File: config.mk
export PLATFORM = sky130hd
export DESIGN_NAME = or_16bit_checker_chip
export DESIGN_NICKNAME = d
export VERILOG_FILES = /design/src/rtl/or_16bit_checker_chip.sv
export SDC_FILE = /design/constraint.sdc
export NUM_CORES = 1
export LEC_CHECK = 0
export ABC_AREA = 1
export BUFFER_PORTS_ARGS = -buffer_cell sky130_fd_sc_hd__buf_2
export CAP_MARGIN = 20
export CORE_UTILIZATION = 52
export CTS_CLUSTER_SIZE = 24
export DETAILED_ROUTE_END_ITERATION = 12
export PLACE_DENSITY = 0.82
export SLEW_MARGIN = 25
export SYNTH_ARGS = -nofsm -noshare
export SYNTH_HDL_FRONTEND = slang
export SYNTH_SLANG_ARGS = --single-unit
File: constraint.sdc
create_clock -name clk -period 2.22 [get_ports clk]
set_input_delay 0.111 -clock clk [delete_from_list [all_inputs] [get_ports clk]]
set_output_delay 0.111 -clock clk [all_outputs]
set_load 0.01 [all_outputs]
File: src/rtl/or_16bit_checker_chip.sv
// or_16bit_checker_chip: response checker for a 16-bit OR chip (golden a|b vs supplied out)
// Ports:
//   clk, rst_n          clock, synchronous active-low reset
//   in_valid/in_ready   vector handshake; a vector is taken when both are high
//   in_a, in_b, in_out  operands applied to the chip and the chip's result
//   halt_on_fail        a failing accept moves the checker to HALT
//   clear               synchronous clear of counters, flags, capture and state
//   result_valid        one-cycle verdict pulse, one per accepted vector
//   result_pass         verdict of the last accepted vector
//   diff_mask           bits where in_out differed from in_a | in_b
//   pass_cnt, fail_cnt  saturating verdict counters
//   err                 sticky mismatch flag
//   first_fail_*        capture of the first failing vector
//   halted              checker is in HALT
module or_16bit_checker_chip #(
    parameter int WIDTH = 16,
    parameter int CNT_W = 16
) (
    input  logic             clk,
    input  logic             rst_n,
    input  logic             in_valid,
    output logic             in_ready,
    input  logic [WIDTH-1:0] in_a,
    input  logic [WIDTH-1:0] in_b,
    input  logic [WIDTH-1:0] in_out,
    input  logic             halt_on_fail,
    input  logic             clear,
    output logic             result_valid,
    output logic             result_pass,
    output logic [WIDTH-1:0] diff_mask,
    output logic [CNT_W-1:0] pass_cnt,
    output logic [CNT_W-1:0] fail_cnt,
    output logic             err,
    output logic [WIDTH-1:0] first_fail_a,
    output logic [WIDTH-1:0] first_fail_b,
    output logic [WIDTH-1:0] first_fail_out,
    output logic             halted
);
    typedef enum logic {RUN, HALT} state_t;
    state_t state;
    logic accept;
    logic pass;
    logic [WIDTH-1:0] diff;
    // rst_n is folded in so the checker never advertises readiness while held in reset
    assign in_ready = rst_n & ~clear & (state == RUN);
    assign accept   = in_valid & in_ready;
    assign diff     = in_out ^ (in_a | in_b);
    assign pass     = ~|diff;
    assign halted   = (state == HALT);
    always_ff @(posedge clk) begin
        if (!rst_n || clear) begin
            state          <= RUN;
            result_valid   <= 1'b0;
            result_pass    <= 1'b0;
            diff_mask      <= '0;
            pass_cnt       <= '0;
            fail_cnt       <= '0;
            err            <= 1'b0;
            first_fail_a   <= '0;
            first_fail_b   <= '0;
            first_fail_out <= '0;
        end else begin
            result_valid <= accept;
            if (accept) begin
                result_pass <= pass;
                diff_mask   <= diff;
                // increment by zero once all-ones, giving saturation without a compare mux
                if (pass) begin
                    pass_cnt <= pass_cnt + {{(CNT_W-1){1'b0}}, ~&pass_cnt};
                end else begin
                    fail_cnt <= fail_cnt + {{(CNT_W-1){1'b0}}, ~&fail_cnt};
                    err      <= 1'b1;
                    if (!err) begin
                        first_fail_a   <= in_a;
                        first_fail_b   <= in_b;
                        first_fail_out <= in_out;
                    end
                    if (halt_on_fail) state <= HALT;
                end
            end
        end
    end
endmodule

==> results.sh, run 1 <==
export IMPL_cts_resized=0
export IMPL_grt_first_pass_wirelength_um=19900
export IMPL_end_kind="register"
export IMPL_n_antenna_cell=0
export IMPL_switchingPower_uw=906
export IMPL_yosysTopAreaCell="dfxtp_1"
export IMPL_grt_max_degree=99
export IMPL_grt_total_usage_pct=24.6
export IMPL_worstPathArrival_ns=2.30
export IMPL_hpwl_um=8960
export IMPL_p_int_mw=2.42
export IMPL_tns_ns=0
export IMPL_cts_sinks=100
export IMPL_critPathLaunchType="register"
export IMPL_synthTopCellsByArea="dfxtp_1 (40%), nand2_1 (13%), nand3_1 (12%), nor2_1 (8.6%), inv_1 (7.3%)"
export IMPL_ioPinCount=154
export IMPL_clk_latency_ns=0.36
export IMPL_synth_top_cell_area_share_pct=39.8
export IMPL_r2r_end="fail_cnt[14]"
export IMPL_grt_overflow=0
export IMPL_fp_row_count=35
export IMPL_viasPerCell=4.99
export IMPL_worstPathRequired_ns=2.52
export IMPL_synth_seq_cells=100
export IMPL_drt_iter0_drc=202
export IMPL_clock_root_buffer="clkbuf_8"
export IMPL_leakagePower_nw=3.01
export IMPL_holdPathStages=5
export IMPL_tightest_slew_ns=1.00
export IMPL_path_class="register to register"
export IMPL_swShare_pct=27.3
export IMPL_p_clk_share_pct=33.4
export IMPL_design_core_area_um2=9330
export IMPL_max_cap_viol_count=0
export IMPL_hold_path_class="input port to register"
export IMPL_utilization_pct=64.8
export IMPL_max_slew_margin_rel_pct=33.3
export IMPL_worst_r2r_path_depth=12
export IMPL_postCtsHoldBufs=0
export IMPL_ant_nets=0
export IMPL_crit_fanout=6
export IMPL_cts_tree="done"
export IMPL_syn_area_um2=5040
export IMPL_fin_skew_ns=0.0122
export IMPL_nets=975
export IMPL_crit_path_cell_trace="nand2_1, nor4_1, nand3_1, ha_1, ha_1, nand3_1, nor2_1, nand2_1, nor3_1, nand3_1, nand2_1, nor2_1"
export IMPL_seq_area_frac_synth_pct=39.8
export IMPL_port_buffers=153
export IMPL_die_h_um=100
export IMPL_power_density_nw_per_um2=550
export IMPL_num_vias=5244
export IMPL_vdd_drop_max_uv=293
export IMPL_drc=0
export IMPL_fmax_ghz=0.501
export IMPL_antenna_found_initial=0
export IMPL_critPathMaxStageDelay_ns=0.43
export IMPL_drive_gt1_share_pct=21.0
export IMPL_r2r_slack_ns=0.23
export IMPL_rsz0062_at_grt="false"
export IMPL_cts_buffer_depth=2
export IMPL_numCtsBuffers=9
export IMPL_worstHoldStart="halt_on_fail"
export IMPL_hold_end="halted"
export IMPL_htree_levels=3
export IMPL_drt_wirelength_per_cell_um=12.0
export IMPL_finalWeightedCongestion=0.878
export IMPL_cts_setup_buffers=0
export IMPL_start_util_pct=54.0
export IMPL_grt_pass1_vias=4171
export IMPL_clkTransAtPathRegs_ns=0.10
export IMPL_cp_startpoint="fail_cnt[6]"
export IMPL_min_period_ns=1.99
export IMPL_die_w_um=100
export IMPL_finalHoldViolCount=0
export IMPL_status="completed"
export IMPL_setup_viol_count_final=0
export IMPL_syn_area_per_cell_um2=6.42
export IMPL_dieArea_um2=10100
export IMPL_syn_inst=785
export IMPL_synthToLayoutAreaGrowth_pct=20.1
export IMPL_synthDistinctLibCells=24
export IMPL_synth_nets=843
export IMPL_nFillCells=925
export IMPL_power_share_combinational_pct=11.1
export IMPL_wirelength_um=12600
export IMPL_dr_pass1_iters=5
export IMPL_yosysWarningCount=0
export IMPL_rr_startpoint="fail_cnt[6]"
export IMPL_critPathSlowestCell="dfxtp_1"
export IMPL_maxSlewViolCount=0
export IMPL_period_share_pct=89.9
export IMPL_p_seq_share_pct=55.5
[sequential cells by signal, indices dropped and copies added (netlist names)]
signal          flops
result_pass         1
diff_mask          16
fail_cnt           16
first_fail_out     16
first_fail_b       16
result_valid        1
first_fail_a       16
pass_cnt           16
err                 1
halted              1
[cells by family after synthesis]
kind of cell             Yosys count  synth area share, %
AO/OA/AOI/OAI                     82                 8.15
AND/OR/NAND/NOR                  450                 38.5
flip-flops                       100                 39.8
buffers and inverters            148                 12.3
adder cells (fa/ha/maj)            5                 1.24
[stage by stage]
step | std cells | worst slack (ns) | hold slack (ns) | total power [mW] | instance area (um2)
after detailed placement | 1035 | 0.280 | 0.455 | 2.25 | 5860
after floorplan | 785 | 0.306 | 0.322 | 2.11 | 5040
after global placement | 1035 | 0.325 | 0.441 | 2.25 | 5860
final | 1051 | 0.225 | 0.0767 | 3.32 | 6050
after CTS | 1051 | 0.252 | 0.0521 | 3.35 | 6050
after global routing | 1051 | 0.0643 | 0.0831 | 3.47 | 6050
[synthesized netlist by cell type]
| library cell | n |
|---|---|
| nand2_1 | 178 |
| nand3_1 | 121 |
| nor2_1 | 116 |
| dfxtp_1 | 100 |
| inv_1 | 98 |
| a21oi_1 | 66 |
| buf_2 | 19 |
| nand4_1 | 18 |
| clkbuf_1 | 12 |
| o21ai_1 | 10 |
| inv_2 | 8 |
| nor3_1 | 7 |
| o21ai_0 | 6 |
| buf_1 | 5 |
| buf_6 | 5 |
| ha_1 | 5 |
| nor2_4 | 3 |
| nor2_2 | 2 |
| buf_4 | 1 |
| nand2_2 | 1 |
| nand3_2 | 1 |
| nand3b_1 | 1 |
| nor3b_1 | 1 |
| nor4_1 | 1 |
[cell type report]
class / instances / area, um2 / area share, %
Clock buffer: 10 / 138 / 2.28
Multi-Input combinational cell: 537 / 2420 / 40.1
Sequential cell: 100 / 2000 / 33.1
Inverter: 106 / 398 / 6.58
Clock inverter: 6 / 46.3 / 0.766
Tap cell: 129 / 161 / 2.67
Timing Repair Buffer: 163 / 878 / 14.5
[metal layers]
layer,global-route usage [%],up-vias,wire (um)
met5,0,-,0
met4,8.58,0,210
met3,5.22,20,765
met2,38.2,157,5860
met1,33.9,2317,5810
li1,-,2750,-
[worst max-delay path by stage]
stage | slack, ns | end | cells past startpoint
2_1_floorplan | 0.31 | pass_cnt[6] | 15
3_3_place_gp | 0.32 | pass_cnt[6] | 15
3_5_place_dp | 0.28 | pass_cnt[6] | 15
4_1_cts | 0.25 | fail_cnt[14] | 12
5_1_grt | 0.06 | fail_cnt[10] | 11
6_report | 0.23 | fail_cnt[14] | 12
[power groups by stage]
stage | Clock (mW) | Sequential [mW] | Combinational (mW)
floorplan | 0 | 1.90 | 0.211
global placement | 0 | 1.88 | 0.365
detailed placement | 0 | 1.89 | 0.370
CTS | 1.14 | 1.84 | 0.370
global route | 1.21 | 1.85 | 0.416
finish | 1.11 | 1.84 | 0.369
[cell usage in the layout (no fill, tap or decap), drive strengths merged]
cell type	instances
clkinvlp	2
inv	109
o21ai	16
nor3	7
clkbuf	10
buf	163
nand2	179
dfxtp	100
clkinv	1
a21oi	66
nand3	122
ha	5
nand3b	1
nor3b	1
nor2	121
nor4	1
nand4	18
[critical path: cells and delay by family, from the launching register on]
family	cells	cell delay [ns]
simple gates	10	1.08
flops	1	0.43
fa+ha+maj	2	0.43
Power figures use the tool's default switching activity.
==> run 2: changes to the inputs <==
--- a/config.mk
+++ b/config.mk
@@ -8,10 +8,10 @@
 export ABC_AREA = 1
 export BUFFER_PORTS_ARGS = -buffer_cell sky130_fd_sc_hd__buf_2
 export CAP_MARGIN = 20
-export CORE_UTILIZATION = 52
+export CORE_UTILIZATION = 45
 export CTS_CLUSTER_SIZE = 24
 export DETAILED_ROUTE_END_ITERATION = 12
-export PLACE_DENSITY = 0.82
+export PLACE_DENSITY = 0.72
 export SLEW_MARGIN = 25
 export SYNTH_ARGS = -nofsm -noshare
 export SYNTH_HDL_FRONTEND = slang
==> run 2 against run 1 <==
- wire length grew 2.8%
- worst setup slack gained 0.015 ns
- total power shrank 1.2%
- critical path type unchanged
- largest power group unchanged
- first-iteration DRC count grew 62%
==> results.sh, run 2 (same netlist as run 1, synthesis figures left out) <==
export IMPL_maxSlewViolCount=0
export IMPL_n_antenna_cell=0
export IMPL_drive_gt1_share_pct=20.7
export IMPL_placed_area_um2=5890
export IMPL_drt_iter0_drc=327
export IMPL_antenna_found_initial=0
export IMPL_synthToLayoutAreaGrowth_pct=20.3
export IMPL_grt_max_degree=99
export IMPL_place_ws_ns=0.251
export IMPL_drc=0
export IMPL_highest_layer="met4"
export IMPL_die_w_um=108
export IMPL_cts_buffer_depth=2
export IMPL_hpwl_um=9110
export IMPL_viasPerCell=4.93
export IMPL_period_share_pct=89.2
export IMPL_end_kind="register"
export IMPL_grt_overflow=0
export IMPL_finalWeightedCongestion=0.811
export IMPL_nets=975
export IMPL_vdd_drop_max_uv=374
export IMPL_max_slew_margin_rel_pct=71.3
export IMPL_rsz0062_at_grt="false"
export IMPL_design_area_um2=6060
export IMPL_wl_met1_um=5970
export IMPL_crit_fanout=6
export IMPL_critPathLaunchType="register"
export IMPL_worstPathArrival_ns=2.25
export IMPL_hold_path_class="input port to register"
export IMPL_final_cell_mix="nand2_1 (178), buf_2 (153), nand3_1 (121)"
export IMPL_ant_nets=0
export IMPL_cts_resized=0
export IMPL_layout_commonest_cell="nand2_1"
export IMPL_cts_setup_buffers=0
export IMPL_clkTransAtPathRegs_ns=0.09
export IMPL_status="completed"
export IMPL_fp_row_count=38
export IMPL_max_cap_viol_count=0
export IMPL_fin_skew_ns=0.00499
export IMPL_leakagePower_nw=3.01
export IMPL_min_period_ns=1.98
export IMPL_design_core_area_um2=10900
export IMPL_htree_levels=3
export IMPL_drt_wirelength_per_cell_um=12.3
export IMPL_cts_tree="done"
export IMPL_setup_slack_ns=0.240
export IMPL_fmax_ghz=0.505
export IMPL_clk_latency_ns=0.37
export IMPL_ioPinCount=154
export IMPL_port_buffers=153
export IMPL_tightest_slew_ns=0.430
export IMPL_die_h_um=108
export IMPL_cts_sinks=100
export IMPL_num_vias=5236
export IMPL_dr_pass1_iters=5
export IMPL_start_util_pct=46.3
export IMPL_worstPathRequired_ns=2.49
export IMPL_nFillCells=1128
export IMPL_tns_ns=0
export IMPL_path_class="register to register"
export IMPL_setup_viol_count_final=0
export IMPL_numCtsBuffers=9
export IMPL_wirelength_um=13000
export IMPL_met3_length_um=799
export IMPL_clock_root_buffer="clkbuf_8"
export IMPL_utilization_pct=55.6
export IMPL_grt_first_pass_wirelength_um=21300
export IMPL_postCtsHoldBufs=0
export IMPL_dieArea_um2=11600
export IMPL_finalHoldViolCount=0
export IMPL_grt_total_usage_pct=23.1
export IMPL_grt_pass1_vias=4488
export IMPL_power_density_nw_per_um2=542
export IMPL_met2_length_um=6030
[run 2: cell types whose count changed in the layout (fill, tap and decap cells not counted), sizes merged]
cell	previous run	this run
clkinv	1	2
clkinvlp	2	0
clkbuf	10	13
inv	109	106
[run 2: layer usage]
layer,vias up,global-route usage (%)
li1,2753,-
met1,2341,30.4
met2,125,36.1
met3,17,6.54
met4,0,7.73
met5,-,0
[run 2: path summary, 6_finish.rpt]
check	start	endpoint	slack [ns]	depth (start not counted)
setup / recovery	pass_cnt[2]	pass_cnt[6]	0.24	15
hold / removal	halt_on_fail	halted	0.06	5
setup reg to reg	pass_cnt[2]	pass_cnt[6]	0.24	15
hold reg to reg	diff_mask[14]	diff_mask[14]	0.47	2
[run 2: report_power, final]
| group | switching, mW | internal, mW |
|---|---|---|
| sequential | 0.0185 | 1.83 |
| clock | 0.608 | 0.461 |
| combinational | 0.227 | 0.142 |
[run 2: cell type report]
type | count | area [um2] | area share [%]
sequential | 100 | 2000 | 33.0
tap | 140 | 175 | 2.89
clock buffer | 13 | 159 | 2.62
timing repair buffer | 163 | 891 | 14.7
multi-input combinational | 537 | 2420 | 40.0
inverter | 106 | 398 | 6.57
clock inverter | 2 | 10.0 | 0.165
[run 2: per-stage QoR]
stage / instances / total power [mW] / hold WS [ns]
detailed placement: 1046 / 2.26 / 0.445
global route: 1061 / 3.44 / 0.0685
CTS: 1061 / 3.32 / 0.0359
finish: 1061 / 3.28 / 0.0566
floorplan: 785 / 2.11 / 0.322
global placement: 1046 / 2.25 / 0.439
[run 2: critical path, cell delays in order, from the launching register on]
cell	delay (ns)
dfxtp_1	0.43
nand2_1	0.10
nor2_1	0.16
inv_1	0.06
nor3_1	0.16
nand2_1	0.09
ha_1	0.20
ha_1	0.21
inv_1	0.08
nor2_1	0.07
nand2_1	0.07
inv_1	0.03
nand3_1	0.08
nand2_1	0.06
nand2_1	0.05
nor2_1	0.04
